[config.mk]
export PLATFORM = sky130hd
export DESIGN_NAME = bbox_extract
export DESIGN_NICKNAME = d
export VERILOG_FILES = /design/src/rtl/bbox_extract.sv
export SDC_FILE = /design/constraint.sdc
export NUM_CORES = 1
export LEC_CHECK = 0
export BUFFER_PORTS_ARGS = -buffer_cell sky130_fd_sc_hd__buf_4
export CAP_MARGIN = 20
export CELL_PAD_IN_SITES_DETAIL_PLACEMENT = 1
export CELL_PAD_IN_SITES_GLOBAL_PLACEMENT = 1
export CORE_MARGIN = 4
export CORE_UTILIZATION = 40
export DETAILED_ROUTE_END_ITERATION = 7
export HOLD_SLACK_MARGIN = 0.03
export PLACE_DENSITY_LB_ADDON = 0.1
export SETUP_SLACK_MARGIN = 0.15
export SYNTH_ARGS = -nofsm -noshare
export SYNTH_HDL_FRONTEND = slang
export SYNTH_SLANG_ARGS = --single-unit
[constraint.sdc]
create_clock -name clk -period 7.5 [get_ports clk]
set_input_delay 0.375 -clock clk [delete_from_list [all_inputs] [get_ports clk]]
set_output_delay 0.375 -clock clk [all_outputs]
set_load 0.1 [all_outputs]
[src/rtl/bbox_extract.sv]
`default_nettype none
// ============================================================================
//  Module      : bbox_extract
//  Description : Per-frame bounding-box extractor for a binarised pixel
//                stream. Tracks the min/max column and row of foreground
//                pixels over one frame and publishes the box, a validity
//                flag and the counted-pixel total at every frame boundary.
//                The results drive the overlay inputs of the VGA display.
//  Optional    : define BBOX_RUN_FILTER_EN to enable the per-row run-length
//                noise filter (runs shorter than MIN_RUN are ignored).
//  Ports       : clk, rst (sync, active high), frame_start (1-cycle pulse),
//                pix_vld / pix_fg / pix_x / pix_y (pixel stream),
//                x_min / x_max / y_min / y_max / bbox_valid / fg_count
//                (published results), frame_done (1-cycle update pulse).
//  Revision    : 1.0 - initial release
// ============================================================================
module bbox_extract #(
    parameter int H_DISP  = 640,
    parameter int V_DISP  = 480,
    parameter int MIN_PIX = 64,
    parameter int CNT_W   = 19,
    parameter int MIN_RUN = 4
) (
    input  logic             clk,
    input  logic             rst,
    input  logic             frame_start,
    input  logic             pix_vld,
    input  logic             pix_fg,
    input  logic [11:0]      pix_x,
    input  logic [11:0]      pix_y,
    output logic [11:0]      x_min,
    output logic [11:0]      x_max,
    output logic [11:0]      y_min,
    output logic [11:0]      y_max,
    output logic             bbox_valid,
    output logic             frame_done,
    output logic [CNT_W-1:0] fg_count
);

    localparam logic [1:0] c_ST_IDLE    = 2'd0;
    localparam logic [1:0] c_ST_ACCUM   = 2'd1;
    localparam logic [1:0] c_ST_PUBLISH = 2'd2;

    localparam logic [11:0]      c_H_LIM   = 12'(H_DISP);
    localparam logic [11:0]      c_V_LIM   = 12'(V_DISP);
    localparam logic [CNT_W-1:0] c_MIN_PIX = CNT_W'(MIN_PIX);
    // Width of the per-pixel count increment; also sizes the run counter.
    localparam int               c_RUN_W   = $clog2(MIN_RUN + 1);

    // ------------------------------------------------------------------
    // State and storage
    // ------------------------------------------------------------------
    logic [1:0]       r_state;
    logic [1:0]       w_state_nxt;

    logic [11:0]      r_acc_xmin, r_acc_xmax, r_acc_ymin, r_acc_ymax;
    logic [CNT_W-1:0] r_acc_cnt;
    logic [11:0]      w_acc_xmin_d, w_acc_xmax_d, w_acc_ymin_d, w_acc_ymax_d;
    logic [CNT_W-1:0] w_acc_cnt_d;

    logic [11:0]      r_x_min, r_x_max, r_y_min, r_y_max;
    logic             r_bbox_valid, r_frame_done;
    logic [CNT_W-1:0] r_fg_count;

    logic             w_qual;        // pixel inside the active area and fg
    logic             w_count;       // pixel contributes to the accumulators
    logic [c_RUN_W-1:0] w_cnt_add;   // amount added to the pixel count
    logic [11:0]      w_xmin_cand;   // left-edge candidate for this pixel
    logic             w_active;      // accumulators follow the stream
    logic             w_publish;     // snapshot accumulators this edge

    assign w_qual = pix_vld && pix_fg && (pix_x < c_H_LIM) && (pix_y < c_V_LIM);

    // ------------------------------------------------------------------
    // Optional run-length noise filter
    // ------------------------------------------------------------------
`ifdef BBOX_RUN_FILTER_EN
    localparam logic [c_RUN_W-1:0] c_MIN_RUN = c_RUN_W'(MIN_RUN);

    logic [c_RUN_W-1:0] r_run;
    logic [11:0]        r_run_y;
    logic [c_RUN_W-1:0] w_run_base, w_run_inc, w_run_d;
    logic               w_run_first;

    always_comb begin
        // A new frame or a new row always starts a fresh run.
        w_run_base = r_run;
        if (frame_start || (pix_vld && (pix_y != r_run_y))) begin
            w_run_base = '0;
        end
        // Saturating increment: once MIN_RUN is reached it stays there.
        w_run_inc = (w_run_base == c_MIN_RUN) ? c_MIN_RUN
                                              : w_run_base + c_RUN_W'(1);
        w_run_d = w_run_base;
        if (pix_vld && !pix_fg) begin
            w_run_d = '0;
        end else if (w_qual) begin
            w_run_d = w_run_inc;
        end
        // The pixel that completes a run retroactively counts the whole
        // run and moves the left-edge candidate back to the run start.
        w_run_first = w_qual && (w_run_base == c_MIN_RUN - c_RUN_W'(1));
        w_count     = w_qual && (w_run_inc == c_MIN_RUN);
        w_cnt_add   = w_run_first ? c_MIN_RUN : c_RUN_W'(1);
        w_xmin_cand = w_run_first ? (pix_x - 12'(MIN_RUN - 1)) : pix_x;
    end

    always_ff @(posedge clk) begin
        if (rst) begin
            r_run   <= '0;
            r_run_y <= '0;
        end else begin
            r_run <= w_run_d;
            if (pix_vld) begin
                r_run_y <= pix_y;
            end
        end
    end
`else
    assign w_count     = w_qual;
    assign w_cnt_add   = c_RUN_W'(1);
    assign w_xmin_cand = pix_x;
`endif

    // ------------------------------------------------------------------
    // FSM: state register
    // ------------------------------------------------------------------
    always_ff @(posedge clk) begin
        if (rst) begin
            r_state <= c_ST_IDLE;
        end else begin
            r_state <= w_state_nxt;
        end
    end

    // ------------------------------------------------------------------
    // FSM: next state
    // ------------------------------------------------------------------
    always_comb begin
        w_state_nxt = r_state;
        case (r_state)
            c_ST_IDLE:    if (frame_start) w_state_nxt = c_ST_ACCUM;
            c_ST_ACCUM:   if (frame_start) w_state_nxt = c_ST_PUBLISH;
            c_ST_PUBLISH: w_state_nxt = frame_start ? c_ST_PUBLISH : c_ST_ACCUM;
            default:      w_state_nxt = c_ST_IDLE;
        endcase
    end

    // ------------------------------------------------------------------
    // FSM: control outputs. PUBLISH is the cycle in which the snapshot is
    // visible; pixels keep accumulating into the new frame meanwhile.
    // ------------------------------------------------------------------
    always_comb begin
        w_publish = 1'b0;
        w_active  = 1'b0;
        case (r_state)
            c_ST_IDLE: begin
                w_active = frame_start;
            end
            c_ST_ACCUM, c_ST_PUBLISH: begin
                w_publish = frame_start;
                w_active  = 1'b1;
            end
            default: begin
                w_publish = 1'b0;
                w_active  = 1'b0;
            end
        endcase
    end

    // ------------------------------------------------------------------
    // Accumulator update. On frame_start the accumulators restart from
    // their empty values, and a pixel arriving in that same cycle is
    // folded into the new frame.
    // ------------------------------------------------------------------
    logic [11:0]      w_xmin_base, w_xmax_base, w_ymin_base, w_ymax_base;
    logic [CNT_W-1:0] w_cnt_base;
    logic [CNT_W:0]   w_cnt_sum;

    always_comb begin
        w_xmin_base = frame_start ? 12'hFFF : r_acc_xmin;
        w_xmax_base = frame_start ? 12'h000 : r_acc_xmax;
        w_ymin_base = frame_start ? 12'hFFF : r_acc_ymin;
        w_ymax_base = frame_start ? 12'h000 : r_acc_ymax;
        w_cnt_base  = frame_start ? '0      : r_acc_cnt;

        w_cnt_sum = {1'b0, w_cnt_base} + (CNT_W+1)'(w_cnt_add);

        w_acc_xmin_d = w_xmin_base;
        w_acc_xmax_d = w_xmax_base;
        w_acc_ymin_d = w_ymin_base;
        w_acc_ymax_d = w_ymax_base;
        w_acc_cnt_d  = w_cnt_base;
        if (w_count) begin
            if (w_xmin_cand < w_xmin_base) w_acc_xmin_d = w_xmin_cand;
            if (pix_x > w_xmax_base)       w_acc_xmax_d = pix_x;
            if (pix_y < w_ymin_base)       w_acc_ymin_d = pix_y;
            if (pix_y > w_ymax_base)       w_acc_ymax_d = pix_y;
            // Saturate instead of wrapping.
            w_acc_cnt_d = w_cnt_sum[CNT_W] ? '1 : w_cnt_sum[CNT_W-1:0];
        end
    end

    always_ff @(posedge clk) begin
        if (rst) begin
            r_acc_xmin <= 12'hFFF;
            r_acc_xmax <= 12'h000;
            r_acc_ymin <= 12'hFFF;
            r_acc_ymax <= 12'h000;
            r_acc_cnt  <= '0;
        end else if (w_active) begin
            r_acc_xmin <= w_acc_xmin_d;
            r_acc_xmax <= w_acc_xmax_d;
            r_acc_ymin <= w_acc_ymin_d;
            r_acc_ymax <= w_acc_ymax_d;
            r_acc_cnt  <= w_acc_cnt_d;
        end
    end

    // ------------------------------------------------------------------
    // Published outputs: snapshot of the pre-reload accumulators.
    // ------------------------------------------------------------------
    always_ff @(posedge clk) begin
        if (rst) begin
            r_x_min      <= '0;
            r_x_max      <= '0;
            r_y_min      <= '0;
            r_y_max      <= '0;
            r_bbox_valid <= 1'b0;
            r_frame_done <= 1'b0;
            r_fg_count   <= '0;
        end else begin
            r_frame_done <= w_publish;
            if (w_publish) begin
                r_fg_count <= r_acc_cnt;
                if (r_acc_cnt >= c_MIN_PIX) begin
                    r_x_min      <= r_acc_xmin;
                    r_x_max      <= r_acc_xmax;
                    r_y_min      <= r_acc_ymin;
                    r_y_max      <= r_acc_ymax;
                    r_bbox_valid <= 1'b1;
                end else begin
                    r_x_min      <= '0;
                    r_x_max      <= '0;
                    r_y_min      <= '0;
                    r_y_max      <= '0;
                    r_bbox_valid <= 1'b0;
                end
            end
        end
    end

    assign x_min      = r_x_min;
    assign x_max      = r_x_max;
    assign y_min      = r_y_min;
    assign y_max      = r_y_max;
    assign bbox_valid = r_bbox_valid;
    assign frame_done = r_frame_done;
    assign fg_count   = r_fg_count;

endmodule
`default_nettype wire

==> run metrics, run 1 <==
Tmin final=3.25 ns; Worst-path clk slew=0.06 ns; cts hold-fix bufs=0; via count=5,780; synth top area cells=dfxtp_1, ha_1, nor2_1; 1st-iter DRT viols=309; fmax=307 MHz; Util after Layout=49.9%; # diodes=0; vias in the first global route=5,995; die height=135 um; met2 usage=36.0%; met3 usage=5.18%; FF+latch count, synth=138; largest net degree at the start of global routing=102; sequential share of the synthesized area=42.9%; post-CTS setup buffer count=0; RSZ-0062 raised after global routing=no; die width=135 um; layer with the highest usage=met2; share of layout cells above drive strength 1=18.7%; HPWL after detailed placement=13,100 um; first-pass GRT wire length=30,800 um; Required @ worst endpoint=7.86 ns; post_cts resized=0; CP arrival=3.61 ns; final net count=881; Async SR Flop Fraction=0%; Congestion Overflow GR=0; Startpoint Class=input pin; most frequent cells after synthesis=dfxtp_1, nor2_1, nand2_1; fillcell total=1,856; Mapped Area=6440 sq um; YS warnings=0; row count=46; initial antenna violation count=0; CTS tree=done; CTS buffer count=17; buffers added on ports=97; gate count of the mapped netlist=729; Clock Sink Count=138; Max Cap Viol=0; Total Power=1.73 mW; Synth area leader=dfxtp_1; Post-synth EDFFs=0; P per Cell Area=218 nW/um^2; Core Area=15,800 sq um; GPL Wtd Cong=0.792; Final Max Tran Viols=0; via density per instance=5.61; Worst Tran Pin Value=0.905 ns; Clk Latency, worst-skew pair=0.42 ns; crit-path max FO=75; Syn Area/Cell=8.83 sq um; Main synth FF type=dfxtp_1; Synth cell types=56; Final Hold Vio Count=0; Root Buffer Master=clkbuf_16; Critical Path End Type=flop; DRT Pass-1 Iters=4; H-tree Lvls=4; Max Root-Sink Buffers=2; Crit Path Category=in -> reg; static leakage=3.04 nW; IO Count=98; Final TNS setup=0 ns; GRT Util Overall=21.1%; status=completed; Reg2Reg Setup Slack=4.75 ns; met1 Usage GRT=26.4%; Post-route DRC=0; WL/cell=18.2 um; worst-case clock skew=0.00533 ns; syn_nets=809; count leader, synth=dfxtp_1; drt total wl=18,800 um; synth-to-layout area growth=22.8%; Yosys top cell area share=42.9%; Setup violations, final=0; relative slew slack=39.5%; initial core utilization=40.7%; Routed Antenna Nets=0; die area=18,200 sq um; Max VDD drop=0.000159 V; crit share post-route=43.4%; Hold Crit Class=in -> reg
worst max-delay path: stages:
cell and delay (ns):
buf_4 0.21, buf_4 0.61, nand2b_1 0.21, ha_1 0.25, and2_1 0.18, a221o_1 0.30
a221oi_1 0.30, a21oi_1 0.13, a21boi_1 0.74, a22o_1 0.28
layout make-up:
| type | instances | area (sq um) | area share, % |
|---|---|---|---|
| multi-input combinational | 537 | 3470 | 44.0 |
| tap | 216 | 270 | 3.42 |
| inverter | 5 | 18.8 | 0.237 |
| timing repair buffer | 102 | 778 | 9.85 |
| clock buffer | 22 | 484 | 6.13 |
| sequential | 138 | 2760 | 35.0 |
| clock inverter | 10 | 115 | 1.46 |
routing by layer:
layer	wire length (um)	part of all wire, %
met4	257	1.4
met1	8560	46
met3	793	4.2
met2	9160	49
met5	0	0
worst paths after layout:
path / startpoint / depth (start not counted) / to
worst min register to register: fg_count[8]$_SDFFE_PP0P_ / 2 / fg_count[8]$_SDFFE_PP0P_
worst max-delay path: frame_start / 10 / r_acc_ymax[6]$_SDFFE_PP0P_
worst max register to register: r_acc_ymax[7]$_SDFFE_PP0P_ / 8 / r_acc_ymax[6]$_SDFFE_PP0P_
worst min-delay path: pix_y[3] / 2 / r_acc_ymin[3]$_SDFFE_PP1P_
power breakdown:
| part | switching (mW) | internal, mW | total [mW] |
|---|---|---|---|
| sequential | 0.00170 | 0.735 | 0.737 |
| combinational | 0.101 | 0.0414 | 0.143 |
| clock | 0.322 | 0.525 | 0.847 |
sequential cells by signal (all words and copies together) (netlist names), 12 cells and up:
signal,flops
fg_count,19
r_acc_cnt,19
r_acc_xmax,12
r_acc_xmin,12
r_acc_ymax,12
r_acc_ymin,12
x_max,12
x_min,12
y_max,12
y_min,12
through the flow:
| step | instances | setup slack (ns) | hold slack [ns] | cell area, sq um |
|---|---|---|---|---|
| floorplan | 729 | 4.36 | 0.454 | 6440 |
| finish | 1030 | 4.25 | 0.211 | 7900 |
| CTS | 1029 | 4.30 | 0.192 | 7880 |
| global placement | 997 | 4.07 | 0.442 | 7280 |
| detailed placement | 997 | 3.89 | 0.450 | 7280 |
| global route | 1030 | 4.05 | 0.207 | 7900 |
kinds of logic (layout without fill, tap and decap cells):
logic type / after synthesis / count (layout) / synth area share (%)
and+or+nand+nor: 270 / 270 / 20.4
AOI/OAI and AO/OA: 216 / 216 / 23.4
DFF: 138 / 138 / 42.9
buffers and inverters: 54 / 139 / 3.36
adders and majority gates: 51 / 51 / 9.91
placed cells by master, fill, tap and decap left out, types with 7 or more instances in the layout:
cell type / n
and2_1: 8
o21bai_1: 7
nand4_1: 10
buf_4: 101
o21ai_0: 17
nand3_1: 11
nor2b_1: 9
a21oi_1: 54
a22o_1: 19
dfxtp_1: 138
ha_1: 51
nand2b_1: 22
nor2_1: 106
a22oi_1: 52
a21o_1: 7
a31oi_1: 8
o22a_1: 19
clkbuf_16: 17
nor3_1: 16
nand2_1: 58
No activity file was read; power rests on OpenSTA's default activity.
==> run 2: changes to the inputs <==
ABC_AREA = 1   (was default)
CORE_UTILIZATION = 38   (was 40)
clock period = 2.97 ns   (was 7.5 ns; I/O delays follow)
==> run 2 against run 1 <==
  * Hold slack lost 0.13 ns
  * Critical path depth grew 4
  * Total power grew to 5.6 times the previous value
  * Final cell count grew 46%
  * Core utilization shrank 3.1 points
  * Sequential cell count is the same
  * Die area grew 25%
  * Register-to-register slack lost 4.3 ns
  * Clock-buffer cell count shrank 4
  * Clock power grew 140%
  * Critical path type is now reg -> reg
  * Highest routed layer unchanged
==> run metrics, run 2 <==
# diodes=0 (unchanged); Max Root-Sink Buffers=2 (unchanged); Critical Path End Type=flop; first-pass GRT wire length=39,700 um (+29%); Most common cell on crit path=nand2_1; largest net degree at the start of global routing=62 (-39%); Max Cap Viol=0 (unchanged); Clk Latency, worst-skew pair=0.43 ns (about the same); initial core utilization=39.2% (-1.4 points); Async SR Flop Fraction=0% (unchanged); syn_nets=1,236 (+53%); GPL Wtd Cong=0.820 (+3.5%); drt total wl=24,100 um (+28%); Main synth FF type=dfxtp_1; Yosys top cell area share=35.7% (-7.2 points); Synth area leader=dfxtp_1; Required @ worst endpoint=3.29 ns (-4.57 ns); initial antenna violation count=0 (unchanged); die width=151 um (+12%); status=completed; RSZ-0062 raised after global routing=no; Clock Sink Count=138 (unchanged); HPWL after detailed placement=17,000 um (+30%); setup ws final=0.443 ns (-3.81 ns); Mapped Area=7740 sq um (+20%); Synth cell types=32 (-43%); cts hold-fix bufs=0 (unchanged); CP arrival=2.85 ns (-0.76 ns); xor/xnor share of the synthesized area=0.566% (+0.57 points); Hold Crit Class=in -> reg; switching power total=4.88 mW (+1000%); FF+latch count, synth=138 (unchanged); Final TNS setup=0 ns (unchanged); sequential power share=30.0% (-13 points); Setup violations, final=0 (unchanged); most common cell after layout, fill and taps aside=nand2_1; Hold Worst Slack=0.0823 ns (-0.129 ns); Final Hold Vio Count=0 (unchanged); crit share post-route=85.1%; Comb power frac=49.0% (+41 points); count leader, synth=nand2_1; final net count=1,307 (+48%); largest family of logic cells by synthesized area=simple AND/OR/NAND/NOR gates; WL/cell=16.0 um (-12%); 1st-iter DRT viols=348 (+13%); post_cts resized=0 (unchanged); Util after Layout=46.8% (-3.1 points); Worst Tran Pin Value=0.736 ns (-0.169 ns); Tmin final=2.53 ns; via count=7,738 (+34%); Root Buffer Master=clkbuf_16; crit-path max FO=12 (-84%); Slowest Stage Delay on Critical Path=0.39 ns (-0.35 ns); post-CTS setup buffer count=0 (unchanged); relative slew slack=50.8% (+11 points); simple-gate share of the synthesized area=33.4% (+13 points); buffers added on ports=97 (unchanged); worst slack, placed=0.301 ns (-3.59 ns); DRT Pass-1 Iters=4 (unchanged); Reg2Reg Setup Slack=0.44 ns (-4.31 ns); via density per instance=5.14 (-8.4%); die area=22,700 sq um (+25%); most frequent cells in the layout=nand2_1, dfxtp_1, nand3_1, a21oi_1, nor2_1; die height=151 um (+12%); Post-route DRC=0 (unchanged); Synth Area in Adders=8.25% (-1.7 points); IO Count=98 (unchanged); CTS buffer count=17 (unchanged); Routed Antenna Nets=0 (unchanged); gate count of the mapped netlist=1,156 (+59%); share of layout cells above drive strength 1=13.8% (-4.9 points); critical-path cell list=inv_1 > nor2_1 > inv_1 > ha_1 > nand2_1 > nor2_1 > and2_1 > nand2_1 > nand3_1 > nand2_1 > nand2_1 > nand3_1 > nand2_1 > inv_1; row count=51 (+11%); static leakage=4.17 nW (+37%); Max VDD drop=0.000591 V (+270%); Net Sw Frac=50.0% (+25 points); Clock Power Share=21.0% (-28 points); CTS tree=done; Core Area=19,700 sq um (+25%); Syn Area/Cell=6.69 sq um (-24%); Total Power=9.75 mW (+460%); sequential share of the synthesized area=35.7% (-7.2 points); fmax=396 MHz; worst-case clock skew=0.0159 ns (+0.0106 ns); Final Max Tran Viols=0 (unchanged); Post-synth EDFFs=0 (unchanged); post-synthesis compound-gate area fraction=12.6% (-11 points); synth-to-layout area growth=19.2%; GRT Util Overall=21.7% (+0.56 points); most frequent cells after synthesis=nand2_1, dfxtp_1, nand3_1; Startpoint Class=flop; synth top area cells=dfxtp_1, nand2_1, nand3_1; Max stage delay cell, worst path=nand2_1; P per Cell Area=1060 nW/um^2 (+380%); Worst-path clk slew=0.07 ns (about the same); Congestion Overflow GR=0 (unchanged); YS warnings=0 (unchanged); vias in the first global route=7,905 (+32%); H-tree Lvls=4 (unchanged); fraction of synthesized area in multiplexers=0% (unchanged); internal power=4.88 mW (+270%); Crit Path Category=reg -> reg
-- run 2: logic make-up after synthesis --
kind of cell             count (synthesis)
adder cells (fa/ha/maj)                 51
buffers and inverters                  182
AO/OA/AOI/OAI                          189
flip-flops                             138
AND/OR/NAND/NOR                        591
XOR/XNOR                                 5
-- run 2: stage by stage --
step	area, sq um	std cells
global route	9230	1505
CTS	9230	1505
floorplan	7740	1156
finish	9230	1505
detailed placement	8680	1473
global placement	8680	1473
-- run 2: final cells by class --
| cell class | instances | area [sq um] |
|---|---|---|
| clock buffer | 18 | 429 |
| multi-input combinational | 836 | 4250 |
| timing repair buffer | 118 | 898 |
| clock inverter | 14 | 121 |
| inverter | 116 | 437 |
| sequential | 138 | 2760 |
| tap | 265 | 332 |
| fill | 2533 | 10500 |
-- run 2: final timing paths --
path                                              endpoint  cells after the start                        from
worst min-delay path            r_acc_xmin[1]$_SDFFE_PP1P_                      4                    pix_x[1]
worst max register to register  r_acc_xmax[0]$_SDFFE_PP0P_                     14  r_acc_xmax[7]$_SDFFE_PP0P_
worst min register to register       x_min[7]$_SDFFE_PP0P_                      2       x_min[7]$_SDFFE_PP0P_
worst max-delay path            r_acc_xmax[0]$_SDFFE_PP0P_                     14  r_acc_xmax[7]$_SDFFE_PP0P_
-- run 2: per-layer routing --
metal | track usage [%] | share of wire [%] | up-vias
met5 | 0 | 0 | -
met3 | 3.94 | 3.0 | 22
met1 | 28.3 | 48 | 3707
met4 | 4.58 | 1.1 | 0
li1 | - | - | 3900
met2 | 37.4 | 47 | 109
-- run 2: critical path: cells and delay by family, from the launching register on --
family | cells | cell delay [ns]
DFF | 1 | 0.36
adders and majority gates | 1 | 0.30
and+or+nand+nor | 10 | 1.57
buffers and inverters | 3 | 0.18
-- run 2: power groups by stage --
stage          Clock [mW]  Combinational, mW  Sequential (mW)
6_report             2.05               4.77             2.93
2_1_floorplan           0               2.16             4.37
5_1_grt              2.17               5.25             3.01
3_3_place_gp            0               4.71             2.95
3_5_place_dp            0               4.81             2.96
4_1_cts              2.09               4.83             2.93
